--- src/rtl/fetch_queue_if.sv ---
// Fetch queue bus: memory request channel, instruction output
// channel and redirect, grouped for the fetch_queue ports.
interface fetch_queue_if #(
    parameter int DEPTH = 4
) ();
    localparam int CW = $clog2(DEPTH) + 1;

    logic          redirect;
    logic [31:0]   redirect_pc;
    logic          mem_req;
    logic [31:0]   mem_addr;
    logic          mem_ack;
    logic [31:0]   mem_rdata;
    logic          inst_valid;
    logic [31:0]   inst;
    logic [31:0]   inst_pc;
    logic          inst_ready;
    logic [CW-1:0] count;

    modport master (
        input  redirect, redirect_pc, mem_ack, mem_rdata, inst_ready,
        output mem_req, mem_addr, inst_valid, inst, inst_pc, count
    );

    modport slave (
        output redirect, redirect_pc, mem_ack, mem_rdata, inst_ready,
        input  mem_req, mem_addr, inst_valid, inst, inst_pc, count
    );
endinterface

--- src/rtl/fetch_queue.sv ---
// Instruction fetch queue: issues sequential word fetches and
// buffers {pc, word} pairs in a circular buffer; redirect flushes.
module fetch_queue #(
    parameter int          DEPTH    = 4,
    parameter logic [31:0] RESET_PC = 32'h0000_0000
) (
    input logic          clock,
    input logic          reset,
    fetch_queue_if.master bus
);
    localparam int AW = $clog2(DEPTH);
    localparam int CW = AW + 1;
    localparam logic [CW-1:0] DEPTH_C = CW'(DEPTH);

    typedef enum logic [1:0] {
        IDLE    = 2'd0,
        REQ     = 2'd1,
        DISCARD = 2'd2
    } state_e;

    state_e        state_q, state_d;
    logic [31:0]   mem_addr_q, mem_addr_d;
    logic [31:0]   fetch_pc_q, fetch_pc_d;
    logic [AW-1:0] wr_ptr_q, wr_ptr_d;
    logic [AW-1:0] rd_ptr_q, rd_ptr_d;
    logic [CW-1:0] count_q, count_d;

    logic [31:0]   pc_mem   [DEPTH];
    logic [31:0]   word_mem [DEPTH];

    logic          pop;
    logic          push;
    logic          has_room;
    logic [CW-1:0] count_nx;
    logic [31:0]   redir_pc;
    logic [31:0]   next_addr;

    assign redir_pc  = bus.redirect_pc & ~32'h3;
    assign next_addr = mem_addr_q + 32'd4;
    assign pop       = (count_q != '0) && bus.inst_ready && !bus.redirect;
    assign push      = (state_q == REQ) && bus.mem_ack && !bus.redirect;
    assign count_nx  = count_q - CW'(pop) + CW'(push);
    assign has_room  = count_nx < DEPTH_C;

    // Next-state: queue bookkeeping plus request FSM; redirect wins.
    always_comb begin
        state_d    = state_q;
        mem_addr_d = mem_addr_q;
        fetch_pc_d = fetch_pc_q;
        wr_ptr_d   = wr_ptr_q;
        rd_ptr_d   = rd_ptr_q;
        count_d    = count_q;

        if (bus.redirect) begin
            count_d    = '0;
            wr_ptr_d   = '0;
            rd_ptr_d   = '0;
            fetch_pc_d = redir_pc;
        end else begin
            count_d = count_nx;
            if (push) wr_ptr_d = wr_ptr_q + 1'b1;
            if (pop)  rd_ptr_d = rd_ptr_q + 1'b1;
        end

        case (state_q)
            IDLE: begin
                if (bus.redirect) begin
                    state_d    = REQ;
                    mem_addr_d = redir_pc;
                end else if (has_room) begin
                    state_d    = REQ;
                    mem_addr_d = fetch_pc_q;
                end
            end
            REQ: begin
                if (bus.redirect) begin
                    if (bus.mem_ack) begin
                        mem_addr_d = redir_pc;
                    end else begin
                        state_d = DISCARD;
                    end
                end else if (bus.mem_ack) begin
                    fetch_pc_d = next_addr;
                    if (has_room) begin
                        mem_addr_d = next_addr;
                    end else begin
                        state_d = IDLE;
                    end
                end
            end
            DISCARD: begin
                // Stale response is dropped; refetch from the new target.
                if (!bus.redirect && bus.mem_ack) begin
                    state_d    = REQ;
                    mem_addr_d = fetch_pc_q;
                end
            end
            default: state_d = IDLE;
        endcase
    end

    // Control state registers with asynchronous reset.
    always_ff @(posedge clock or negedge reset) begin
        if (!reset) begin
            state_q    <= IDLE;
            mem_addr_q <= RESET_PC;
            fetch_pc_q <= RESET_PC;
            wr_ptr_q   <= '0;
            rd_ptr_q   <= '0;
            count_q    <= '0;
        end else begin
            state_q    <= state_d;
            mem_addr_q <= mem_addr_d;
            fetch_pc_q <= fetch_pc_d;
            wr_ptr_q   <= wr_ptr_d;
            rd_ptr_q   <= rd_ptr_d;
            count_q    <= count_d;
        end
    end

    // Entry storage; contents are don't-care until written.
    always_ff @(posedge clock) begin
        if (push) begin
            pc_mem[wr_ptr_q]   <= mem_addr_q;
            word_mem[wr_ptr_q] <= bus.mem_rdata;
        end
    end

    assign bus.mem_req    = (state_q != IDLE);
    assign bus.mem_addr   = mem_addr_q;
    assign bus.inst_valid = (count_q != '0);
    assign bus.inst       = word_mem[rd_ptr_q];
    assign bus.inst_pc    = pc_mem[rd_ptr_q];
    assign bus.count      = count_q;
endmodule

--- src/flat_wrapper.sv ---
// flat-port wrapper written by rule: the top's interface ports become plain ports
module fetch_queue_flat 
#(
    parameter int          DEPTH    = 4,
    parameter logic [31:0] RESET_PC = 32'h0000_0000
)
  (clock, reset, bus_redirect, bus_redirect_pc, bus_mem_ack, bus_mem_rdata, bus_inst_ready, bus_mem_req, bus_mem_addr, bus_inst_valid, bus_inst, bus_inst_pc, bus_count);
  fetch_queue_if #(.DEPTH(DEPTH)) bus_i ();
  input logic clock;
  input logic reset;
  input wire logic [$bits(bus_i.redirect)-1:0] bus_redirect;
  input wire logic [$bits(bus_i.redirect_pc)-1:0] bus_redirect_pc;
  input wire logic [$bits(bus_i.mem_ack)-1:0] bus_mem_ack;
  input wire logic [$bits(bus_i.mem_rdata)-1:0] bus_mem_rdata;
  input wire logic [$bits(bus_i.inst_ready)-1:0] bus_inst_ready;
  output wire logic [$bits(bus_i.mem_req)-1:0] bus_mem_req;
  output wire logic [$bits(bus_i.mem_addr)-1:0] bus_mem_addr;
  output wire logic [$bits(bus_i.inst_valid)-1:0] bus_inst_valid;
  output wire logic [$bits(bus_i.inst)-1:0] bus_inst;
  output wire logic [$bits(bus_i.inst_pc)-1:0] bus_inst_pc;
  output wire logic [$bits(bus_i.count)-1:0] bus_count;
  assign bus_i.redirect = bus_redirect;
  assign bus_i.redirect_pc = bus_redirect_pc;
  assign bus_i.mem_ack = bus_mem_ack;
  assign bus_i.mem_rdata = bus_mem_rdata;
  assign bus_i.inst_ready = bus_inst_ready;
  assign bus_mem_req = bus_i.mem_req;
  assign bus_mem_addr = bus_i.mem_addr;
  assign bus_inst_valid = bus_i.inst_valid;
  assign bus_inst = bus_i.inst;
  assign bus_inst_pc = bus_i.inst_pc;
  assign bus_count = bus_i.count;
  fetch_queue #(.DEPTH(DEPTH), .RESET_PC(RESET_PC)) u_core (.clock(clock), .reset(reset), .bus(bus_i));
endmodule
--- config.mk ---
export PLATFORM = sky130hd
export DESIGN_NAME = fetch_queue_flat
export DESIGN_NICKNAME = d
export VERILOG_FILES = /design/src/rtl/fetch_queue_if.sv /design/src/rtl/fetch_queue.sv /design/src/flat_wrapper.sv
export SDC_FILE = /design/constraint.sdc
export NUM_CORES = 1
export LEC_CHECK = 0
export BUFFER_PORTS_ARGS = -buffer_cell sky130_fd_sc_hd__buf_4
export CAP_MARGIN = 25
export CORE_UTILIZATION = 58
export DETAILED_ROUTE_END_ITERATION = 10
export PLACE_DENSITY = 0.79
export SETUP_SLACK_MARGIN = 0.2
export SLEW_MARGIN = 20
export SYNTH_ARGS = -nofsm -noshare
export SYNTH_HDL_FRONTEND = slang
export SYNTH_SLANG_ARGS = --single-unit
export TNS_END_PERCENT = 20
--- constraint.sdc ---
create_clock -name clock -period 3.8 [get_ports clock]
set_clock_uncertainty 0.05 [all_clocks]
set_input_delay 0 -clock clock [delete_from_list [all_inputs] [get_ports clock]]
set_output_delay 0 -clock clock [all_outputs]
set_load 0.1 [all_outputs]
==> results.toml <==
[critical_path]
critical_path_class = "flop to flop"
worst_setup_path_end_kind = "flop"
required_ps = 4140
max_stage_delay_ps = 500
r2r_end = "u_core.bus.mem_addr[26]$_DFFE_PN0P_"
ff2ff_path_depth = 14
reg2reg_from = "u_core.bus.count[1]$_DFF_PN0_"
start_kind = "flop"
ff2ff_setup_slack_ps = 460
worstPathMaxFanout = 50
cp_cell_sequence = "or3_4 > nand2_2 > nor2_1 > ha_1 > inv_1 > ha_1 > inv_1 > fa_1 > xnor3_1 > a211oi_2 > or2_1 > buf_12 > o32ai_1 > a211o_1"
cp.arrival_ps = 3680
crit_slowest_cell = "dfrtp_4"

[logic_synthesis]
synth.distinct_cells = 68
syn-cell-area_um2 = 14300
synth-edff-count = 256
ys_seq_area_frac = 0.667
ys_seq_elements = 329
syn_inst = 935
synth_top_area_frac = 0.539
synth_area_leaders = "edfxtp_1 54%, dfrtp_1 13%, mux4_2 10%"
synthFlopType = "edfxtp_1"
syn-mean-instance-area_um2 = 15.2
synthArstFlopShare = 0.222
yosysTopAreaCell = "edfxtp_1"
synth_nets = 1016
yosysWarnings = 0

[layout]
fin_nets = 1256
final_cell_area_um2 = 17800
finish.utilization = 0.734
instances_no_fill = 1524
syn_to_final_growth_pct = 24.8
antennaDiodeCount = 0
layout_commonest_cell = "edfxtp_1"
layout-drive-gt1-share = 0.288
layout_common_cells = "256 x edfxtp_1, 181 x buf_4, 71 x dlygate4sd3_1, 68 x nand2_1, 68 x dfrtp_1"

[clocking]
clockRootBuffer = "clkbuf_16"
clockBufferDepth = 3
cts_buffers = 34
postCtsSetupRepairBufs = 0
clkTransAtPathRegs_ps = 60
cts_tree = "done"
clk_latency_ps = 520
h-tree-depth = 2
cts_sinks = 329

[power]
power_frac_seq = 0.337
ir_drop_mv = 0.697
clkPwrFrac = 0.210
power.density_nw_per_um2 = 877
internal-power_mw = 8.47
p_comb_frac = 0.453
power_switching_mw = 7.14
power_mw = 15.6
p_leak_nw = 6.39
netSwitchingFraction = 0.457

[grt]
gr-usage-all-layers = 0.255
antenna_found_initial = 0
grt_max_degree = 74
grt_pass1_wl_um = 49800
grt_pass1_vias = 8861
globalRouteOverflowTotal = 0

[hold_path]
hold_end = "u_core.word_mem[3][5]$_DFFE_PP_"
worstHoldStart = "bus_mem_rdata[5]"
hold_path.class = "input port to flop"
hold_path_depth = 2

[timing]
fin_crit_ps = 3340
max_slew.worst_pin.slew_ps = 1090
worst_hold_slack_ps = 177
period_share = 0.879
tns_ps = 0
hold_violations = 0
fmax_mhz = 299
slew_headroom = 0.272
slew_viol_final = 0
rsz0062_at_grt = "false"
finalWorstSetupSlack_ps = 459
setup_viol = 0

[die]
dieWidth_um = 159
row_count = 57
start_util = 0.588
die-area_um2 = 25200
io_pins = 170
core-area_um2 = 24200
die_y_um = 159

[drt]
dr_total_vias = 9082
dr.pass1.iters = 5
ant_nets = 0
avgViaCountPerCell = 5.96
drt-initial-drc-count = 793
avgRoutedWirePerCell_um = 20.8
wl_um = 31800
drc_errors = 0

[placed_design]
port_buffers = 167
dp_cells = 1390
place_area_um2 = 15900
gp_congestion = 0.817
pre_cts_ws_ps = 468
hpwl_um = 19300

[outcome]
outcome = "completed"

[flow_run]
maxCapViolations = 0
==> registers in the layout, summed over array words and instances, names as in the netlist <==
register and count:
u_core.bus.mem_addr 32, u_core.word_mem 128, u_core.state_q 2, u_core.bus.count 3, u_core.fetch_pc_q 32, u_core.wr_ptr_q 2, u_core.pc_mem 128, u_core.rd_ptr_q 2
==> cell usage after synthesis (9+ instances only) <==
library cell	n
edfxtp_1	256
dfrtp_1	73
nand2_1	69
mux4_2	64
nor2_1	64
a21oi_1	44
o21ai_0	34
clkbuf_1	27
nand3_1	21
inv_1	20
xnor2_1	20
buf_2	19
mux2_2	19
o21ai_1	19
mux2i_1	13
ha_1	11
nor3_1	11
a22oi_1	9
nor2b_1	9
xor2_1	9
==> power by group through the flow <==
stage	clock network, mW	registers (mW)	logic, mW
after floorplan	0	6.16	4.54
after global placement	0	5.29	6.86
after detailed placement	0	5.33	6.95
after CTS	3.33	5.26	7.04
after global routing	3.47	5.35	7.38
final	3.28	5.26	7.06
==> worst max-delay path: cells and delay by family, from the launching register on <==
kind	cells	cell delay (ps)
DFF	1	500
xor gates and xnor gates	1	240
buffers and inverters	3	340
AOI/OAI and AO/OA	3	570
and+or+nand+nor	4	690
adders and majority gates	3	810
==> per-layer routing <==
| layer | global-route usage | wire [µm] |
|---|---|---|
| met1 | 0.362 | 13300 |
| met2 | 0.416 | 15800 |
| met3 | 0.0355 | 2050 |
| met4 | 0.0737 | 675 |
| met5 | 0 | 0 |
==> cells by family after synthesis <==
| logic type | Yosys count | share of synthesized area |
|---|---|---|
| AO/OA/AOI/OAI | 168 | 0.0749 |
| XOR/XNOR | 31 | 0.0211 |
| adder cells (fa/ha/maj) | 12 | 0.0111 |
| buffers and inverters | 76 | 0.0222 |
| flip-flops | 329 | 0.667 |
| multiplexers | 96 | 0.125 |
| AND/OR/NAND/NOR | 223 | 0.0784 |
==> cell type report <==
| cell class | instances | area (µm²) |
|---|---|---|
| tap | 324 | 405 |
| sequential | 329 | 9530 |
| inverter | 20 | 75.1 |
| clock buffer | 41 | 877 |
| fill | 1526 | 6460 |
| multi-input combinational | 530 | 4460 |
| clock inverter | 20 | 214 |
| timing repair buffer | 260 | 2230 |
==> worst max-delay path by stage <==
stage,start,to,slack (ps),cells after the start
floorplan,u_core.bus.count[0]$_DFF_PN0_,u_core.bus.mem_addr[26]$_DFFE_PN0P_,210,15
global placement,u_core.bus.count[1]$_DFF_PN0_,u_core.bus.mem_addr[26]$_DFFE_PN0P_,500,14
detailed placement,u_core.bus.count[1]$_DFF_PN0_,u_core.bus.mem_addr[26]$_DFFE_PN0P_,470,14
CTS,u_core.bus.count[1]$_DFF_PN0_,u_core.bus.mem_addr[26]$_DFFE_PN0P_,460,14
global route,u_core.bus.count[1]$_DFF_PN0_,u_core.bus.mem_addr[26]$_DFFE_PN0P_,290,14
finish,u_core.bus.count[1]$_DFF_PN0_,u_core.bus.mem_addr[26]$_DFFE_PN0P_,460,14
==> repair_timing <==
action                                 4_1_cts  5_1_grt
resized for setup                            0        0
endpoints found under the hold margin      271       27
hold buffers                                70        1
setup endpoints to repair                    0        0
Note: power is estimated with default switching activity, not from simulation.
